### src/rtl/uart_mem_cmd_bridge.sv
// ============================================================================
// uart_mem_cmd_bridge : UART byte-stream command engine for burst memory
//   read/write; optional inter-byte timeout enabled by macro CMD_TIMEOUT_EN.
// Revision: 1.0
// ============================================================================
`default_nettype none

module uart_mem_cmd_bridge #(
    parameter int ADDR_BYTES     = 4,
    parameter int ADDR_W         = 23,
    parameter int DATA_BYTES     = 4,
    parameter int TIMEOUT_CYCLES = 500000
) (
    input  logic                    clk,
    input  logic                    rst_L,
    input  logic                    rx_valid,
    input  logic [7:0]              rx_data,
    output logic                    tx_valid,
    output logic [7:0]              tx_data,
    input  logic                    tx_ready,
    output logic                    mem_req,
    output logic                    mem_we,
    output logic [ADDR_W-1:0]       mem_addr,
    output logic [8*DATA_BYTES-1:0] mem_wdata,
    input  logic [8*DATA_BYTES-1:0] mem_rdata,
    input  logic                    mem_ack,
    output logic                    busy,
    output logic                    overrun
);

    localparam int         DW      = 8 * DATA_BYTES;
    localparam int         CNT_MAX = (ADDR_BYTES > DATA_BYTES) ? ADDR_BYTES : DATA_BYTES;
    localparam int         CW      = $clog2(CNT_MAX + 1);
    localparam logic [CW-1:0] AB_LAST = CW'(ADDR_BYTES - 1);
    localparam logic [CW-1:0] DB_LAST = CW'(DATA_BYTES - 1);
    localparam logic [7:0] OP_WR   = 8'h56;
    localparam logic [7:0] OP_RD   = 8'h55;
    localparam logic [7:0] RSP_ACK = 8'hA5;
    localparam logic [7:0] RSP_NAK = 8'hEE;

    typedef enum logic [2:0] {
        IDLE      = 3'd0,
        GET_LEN   = 3'd1,
        GET_ADDR  = 3'd2,
        GET_DATA  = 3'd3,
        MEM_REQ   = 3'd4,
        SEND_DATA = 3'd5,
        SEND_RESP = 3'd6
    } state_t;

    state_t          state;
    logic            is_wr;
    logic [7:0]      words_left;
    logic [CW-1:0]   byte_cnt;
    logic [DW-1:0]   rd_buf;
    logic            timeout_hit;

`ifdef CMD_TIMEOUT_EN
    localparam int TW = $clog2(TIMEOUT_CYCLES + 1);
    logic [TW-1:0] to_cnt;
    logic          in_get;

    assign in_get      = (state == GET_LEN) || (state == GET_ADDR) || (state == GET_DATA);
    assign timeout_hit = in_get && !rx_valid && (to_cnt == TW'(TIMEOUT_CYCLES - 1));

    // Counts idle cycles between frame bytes; any accepted byte restarts it.
    always_ff @(posedge clk or negedge rst_L) begin
        if (!rst_L) begin
            to_cnt <= '0;
        end else if (!in_get || rx_valid || timeout_hit) begin
            to_cnt <= '0;
        end else begin
            to_cnt <= to_cnt + 1'b1;
        end
    end
`else
    assign timeout_hit = 1'b0;
`endif

    always_ff @(posedge clk or negedge rst_L) begin
        if (!rst_L) begin
            state      <= IDLE;
            is_wr      <= 1'b0;
            words_left <= '0;
            byte_cnt   <= '0;
            rd_buf     <= '0;
            tx_valid   <= 1'b0;
            tx_data    <= '0;
            mem_req    <= 1'b0;
            mem_we     <= 1'b0;
            mem_addr   <= '0;
            mem_wdata  <= '0;
            busy       <= 1'b0;
            overrun    <= 1'b0;
        end else begin
            overrun <= 1'b0;
            if (timeout_hit) begin
                tx_data  <= RSP_NAK;
                tx_valid <= 1'b1;
                byte_cnt <= '0;
                state    <= SEND_RESP;
            end else begin
                case (state)
                    IDLE: begin
                        if (rx_valid) begin
                            busy <= 1'b1;
                            if (rx_data == OP_WR || rx_data == OP_RD) begin
                                is_wr    <= (rx_data == OP_WR);
                                mem_addr <= '0;
                                state    <= GET_LEN;
                            end else begin
                                tx_data  <= RSP_NAK;
                                tx_valid <= 1'b1;
                                state    <= SEND_RESP;
                            end
                        end
                    end

                    GET_LEN: begin
                        if (rx_valid) begin
                            words_left <= rx_data;
                            byte_cnt   <= '0;
                            state      <= GET_ADDR;
                        end
                    end

                    GET_ADDR: begin
                        if (rx_valid) begin
                            // Bytes landing above ADDR_W have no target bits and vanish.
                            for (int i = 0; i < ADDR_W; i++) begin
                                if (i / 8 == int'(byte_cnt)) begin
                                    mem_addr[i] <= rx_data[i % 8];
                                end
                            end
                            if (byte_cnt == AB_LAST) begin
                                byte_cnt <= '0;
                                if (is_wr) begin
                                    state <= GET_DATA;
                                end else begin
                                    mem_req <= 1'b1;
                                    mem_we  <= 1'b0;
                                    state   <= MEM_REQ;
                                end
                            end else begin
                                byte_cnt <= byte_cnt + 1'b1;
                            end
                        end
                    end

                    GET_DATA: begin
                        if (rx_valid) begin
                            mem_wdata[int'(byte_cnt)*8 +: 8] <= rx_data;
                            if (byte_cnt == DB_LAST) begin
                                byte_cnt <= '0;
                                mem_req  <= 1'b1;
                                mem_we   <= 1'b1;
                                state    <= MEM_REQ;
                            end else begin
                                byte_cnt <= byte_cnt + 1'b1;
                            end
                        end
                    end

                    MEM_REQ: begin
                        overrun <= rx_valid;
                        if (mem_ack) begin
                            mem_req <= 1'b0;
                            if (mem_we) begin
                                if (words_left != 8'd0) begin
                                    words_left <= words_left - 8'd1;
                                    mem_addr   <= mem_addr + 1'b1;
                                    state      <= GET_DATA;
                                end else begin
                                    tx_data  <= RSP_ACK;
                                    tx_valid <= 1'b1;
                                    state    <= SEND_RESP;
                                end
                            end else begin
                                rd_buf   <= mem_rdata;
                                tx_data  <= mem_rdata[7:0];
                                tx_valid <= 1'b1;
                                byte_cnt <= '0;
                                state    <= SEND_DATA;
                            end
                        end
                    end

                    SEND_DATA: begin
                        overrun <= rx_valid;
                        if (tx_ready) begin
                            if (byte_cnt == DB_LAST) begin
                                tx_valid <= 1'b0;
                                byte_cnt <= '0;
                                if (words_left != 8'd0) begin
                                    words_left <= words_left - 8'd1;
                                    mem_addr   <= mem_addr + 1'b1;
                                    mem_req    <= 1'b1;
                                    state      <= MEM_REQ;
                                end else begin
                                    busy  <= 1'b0;
                                    state <= IDLE;
                                end
                            end else begin
                                byte_cnt <= byte_cnt + 1'b1;
                                tx_data  <= rd_buf[(int'(byte_cnt) + 1)*8 +: 8];
                            end
                        end
                    end

                    SEND_RESP: begin
                        overrun <= rx_valid;
                        if (tx_ready) begin
                            tx_valid <= 1'b0;
                            busy     <= 1'b0;
                            state    <= IDLE;
                        end
                    end

                    default: begin
                        state <= IDLE;
                    end
                endcase
            end
        end
    end

endmodule

`default_nettype wire

### config.mk
export PLATFORM = sky130hd
export DESIGN_NAME = uart_mem_cmd_bridge
export DESIGN_NICKNAME = d
export VERILOG_FILES = /design/src/rtl/uart_mem_cmd_bridge.sv
export SDC_FILE = /design/constraint.sdc
export NUM_CORES = 1
export LEC_CHECK = 0
export CELL_PAD_IN_SITES_DETAIL_PLACEMENT = 0
export CELL_PAD_IN_SITES_GLOBAL_PLACEMENT = 1
export CORE_ASPECT_RATIO = 2
export CORE_MARGIN = 3
export CORE_UTILIZATION = 37
export DETAILED_ROUTE_END_ITERATION = 16
export GPL_TIMING_DRIVEN = 0
export PLACE_DENSITY_LB_ADDON = 0.15
export SYNTH_ARGS = -nofsm -noshare
export SYNTH_HDL_FRONTEND = slang
export SYNTH_SLANG_ARGS = --single-unit
### constraint.sdc
create_clock -name clk -period 2.45 [get_ports clk]
set_input_delay 0.3675 -clock clk [delete_from_list [all_inputs] [get_ports clk]]
set_output_delay 0.3675 -clock clk [all_outputs]
set_load 0.01 [all_outputs]
==> flow_summary.ini <==
[status]
outcome = completed

[global_route]
remaining_global_route_overflow = 0
vias_in_the_first_global_route = 5472
grt_pass1_wl_um = 31500
grt_antenna_before_repair = 0
grt_max_degree = 88
groute.usage.overall = 0.233

[sta]
hold_slack_ns = 0.427
finalSetupViolations = 0
fin_setup_tns_ns = 0
slew_viol_final = 0
maxClockFrequency_mhz = 414
grt_setup_unrepaired = true
postLayoutSetupSlackWorst_ns = 0.0361
worst_clock_skew_ns = 0.0135
maxSlewHeadroom = 0.506
timing.final.crit_share = 0.985
worst_pin_slew_ns = 0.741
final_critical_path_time_including_i_o_delays_and_setup_ns = 2.41
hold_violations = 0

[setup_path]
worst_ep_required_time_ns = 2.74
critical_path_peak_fanout = 10
critPathKind = register to register
worstSetupEndpointType = register
worst_ep_arrival_time_ns = 2.71
worst_r2r_path_depth = 7
start_kind = register

[yosys]
synth.area.top_cells = sky130_fd_sc_hd__dfrtp_1 44%, sky130_fd_sc_hd__mux2_2 9.7%, sky130_fd_sc_hd__nand3_1 3.7%, sky130_fd_sc_hd__nand2_1 3.4%, sky130_fd_sc_hd__mux2i_1 2.5%
synth_area_um2 = 6020
synth_top_flop_cell = sky130_fd_sc_hd__dfrtp_1
share_of_the_yosys_chip_area_belonging_to_registers = 0.444
netlist-cell-type-count = 65
synth_edf_count = 0
yosysTopAreaCell = sky130_fd_sc_hd__dfrtp_1
ys_warn_count = 0
syn_area_per_cell_um2 = 9.93
postSynth.asyncResetShare = 1.00
total_nets_after_synthesis = 662
syn_inst = 607
synth_top_cell_area_share = 0.444
ys_seq_elements = 107

[floorplan]
floorplan.die.height_um = 186
num_io_pins = 113
floorplan.rows = 65
core_region_area_um2 = 15900
design.die.area_um2 = 17900
starting_density = 0.380
die_x_um = 96.2

[finish]
final_cell_mix = 104 x sky130_fd_sc_hd__dfrtp_1, 103 x sky130_fd_sc_hd__clkdlybuf4s50_1, 55 x sky130_fd_sc_hd__nand2_1
insertedDiodeCount = 0
final_cell_count_no_fill = 940
area.growth.synth_to_final_pct = 31.7
mostFrequentLayoutCell = sky130_fd_sc_hd__dfrtp_1
final_layout_size_suffix_gt1_frac = 0.184
fin_nets = 790

[detailed_routing]
dr.first_iter.drc_count = 247
routed_wl_um = 20100
drt.antenna.violating_nets = 0
first_pass_iters = 4
drcViolationCount = 0
drt-vias-per-instance = 5.70
wl_per_cell_um = 21.4
num_vias = 5359

[power_and_ir_drop]
total_leakage_power_uw = 0.00329
power_density_nw_per_um2 = 1190
fin_total_pwr_uw = 9460
vdd_ir_drop_max_v = 0.000440

[placed_design]
dp.final_hpwl_um = 15200
detailedPlace.worstSlack_ns = -0.748
placed_cells_incl_taps = 915
port-buffer-count = 105
globalplace.congestion = 0.926

[min_path]
hp-class = input port to asynchronous set/reset pin

[clock_network]
clockRootBuffer = sky130_fd_sc_hd__clkbuf_16
clk_pin_slew_worst_paths_ns = 0.07
clkSinkCount = 107
cts-htree-levels = 3
cts_tree = done
cts_made_buffers = 9
cts-root-to-sink-buffers = 2
clkLatencyLatePin_ns = 0.36

[flow_run]
cap_violations = 0
==> stage by stage <==
| stage | util | cell area (um2) |
|---|---|---|
| 2_1_floorplan | - | 6030 |
| 4_1_cts | 0.493 | 7820 |
| 5_1_grt | 0.500 | 7930 |
| 6_report | 0.500 | 7930 |
| 3_5_place_dp | 0.464 | 7360 |
| 3_3_place_gp | 0.462 | 7330 |
==> final timing paths <==
| check | from | to | slack, ns |
|---|---|---|---|
| max | state[0]$_DFFE_PN0P_ | mem_addr[14]$_DFFE_PN0P_ | 0.04 |
| min | rst_L | mem_addr[15]$_DFFE_PN0P_ | 0.43 |
| max reg2reg | state[0]$_DFFE_PN0P_ | mem_addr[14]$_DFFE_PN0P_ | 0.04 |
| min reg2reg | tx_data[1]$_DFFE_PN0P_ | tx_data[1]$_DFFE_PN0P_ | 0.49 |
| max in group asynchronous | rst_L | byte_cnt[1]$_DFFE_PN0P_ | 1.24 |
| min in group clk | rx_data[4] | mem_addr[20]$_DFFE_PN0P_ | 0.43 |
==> critical path, stage by stage (launching register included) <==
cell,delay [ns]
sky130_fd_sc_hd__dfrtp_1,0.36
sky130_fd_sc_hd__buf_2,0.19
sky130_fd_sc_hd__or4b_4,0.58
sky130_fd_sc_hd__o31ai_4,0.25
sky130_fd_sc_hd__o2111ai_1,0.27
sky130_fd_sc_hd__buf_2,0.27
sky130_fd_sc_hd__nor4b_1,0.29
sky130_fd_sc_hd__nand4b_1,0.15
==> routing by layer <==
metal / up-vias / wire length, um / GRT usage
met3: 49 / 692 / 0.0258
met2: 156 / 11600 / 0.438
met4: 0 / 842 / 0.109
met1: 2654 / 6970 / 0.246
met5: - / 0 / 0
li1: 2500 / - / -
==> flip-flops by register name (all words and copies together), names as in the netlist <==
register,flops
mem_wdata,32
mem_req,1
mem_we,1
overrun,1
is_wr,1
tx_data,8
byte_cnt,3
busy,1
rd_buf,24
mem_addr,23
words_left,8
tx_valid,1
state,3
==> cell usage after synthesis, types with 3 or more instances <==
library cell	instances
sky130_fd_sc_hd__inv_1	16
sky130_fd_sc_hd__nor2_1	35
sky130_fd_sc_hd__o2111a_1	4
sky130_fd_sc_hd__ha_1	10
sky130_fd_sc_hd__o221ai_1	3
sky130_fd_sc_hd__o21ai_0	12
sky130_fd_sc_hd__a211o_1	3
sky130_fd_sc_hd__nand4b_1	8
sky130_fd_sc_hd__dfrtp_1	107
sky130_fd_sc_hd__nand3b_1	5
sky130_fd_sc_hd__and2_1	8
sky130_fd_sc_hd__mux2i_1	15
sky130_fd_sc_hd__or2_2	4
sky130_fd_sc_hd__clkbuf_1	29
sky130_fd_sc_hd__a21oi_1	21
sky130_fd_sc_hd__a22o_1	5
sky130_fd_sc_hd__nor3b_1	4
sky130_fd_sc_hd__and4_1	3
sky130_fd_sc_hd__nor2b_1	8
sky130_fd_sc_hd__nor4b_1	5
sky130_fd_sc_hd__o31ai_1	6
sky130_fd_sc_hd__nand4_1	13
sky130_fd_sc_hd__nand3_1	45
sky130_fd_sc_hd__nand2_1	55
sky130_fd_sc_hd__mux2_1	8
sky130_fd_sc_hd__mux2_2	52
sky130_fd_sc_hd__or4b_1	3
sky130_fd_sc_hd__a31oi_1	8
sky130_fd_sc_hd__nor4_1	8
sky130_fd_sc_hd__o22ai_1	4
sky130_fd_sc_hd__buf_2	12
sky130_fd_sc_hd__a22oi_1	5
sky130_fd_sc_hd__nor3_1	18
sky130_fd_sc_hd__nand2b_1	8
sky130_fd_sc_hd__a221oi_1	6
sky130_fd_sc_hd__o211ai_1	8
sky130_fd_sc_hd__and3_1	10
==> what timing repair did <==
action	in CTS	in global routing
endpoints found under the hold margin	20	0
buffers inserted	6	6
resized for setup	30	29
pin swaps	5	5
hold buffers	1	0
endpoints found under the setup margin	82	64
==> power breakdown <==
part / switching [uW] / internal [uW] / leakage (uW)
Clock: 694 / 853 / 0.000153
Combinational: 2600 / 2260 / 0.00181
Sequential: 629 / 2420 / 0.00133
==> cell type report <==
| class | instances | area [um2] |
|---|---|---|
| Fill cell | 1532 | 7930 |
| Clock inverter | 4 | 56.3 |
| Multi-Input combinational cell | 441 | 3230 |
| Clock buffer | 11 | 253 |
| Sequential cell | 107 | 2680 |
| Timing Repair Buffer | 120 | 1190 |
| Inverter | 17 | 68.8 |
| Tap cell | 201 | 251 |
| Buffer | 39 | 208 |
==> kinds of logic after synthesis <==
group,count (synthesis),share of synthesized area
xor+xnor,1,0.00145
compound gates,106,0.130
mux,75,0.137
buf+inv,59,0.0405
flops,107,0.444
simple gates,249,0.225
fa+ha+maj,10,0.0208
No activity file was read; power rests on OpenSTA's default activity.
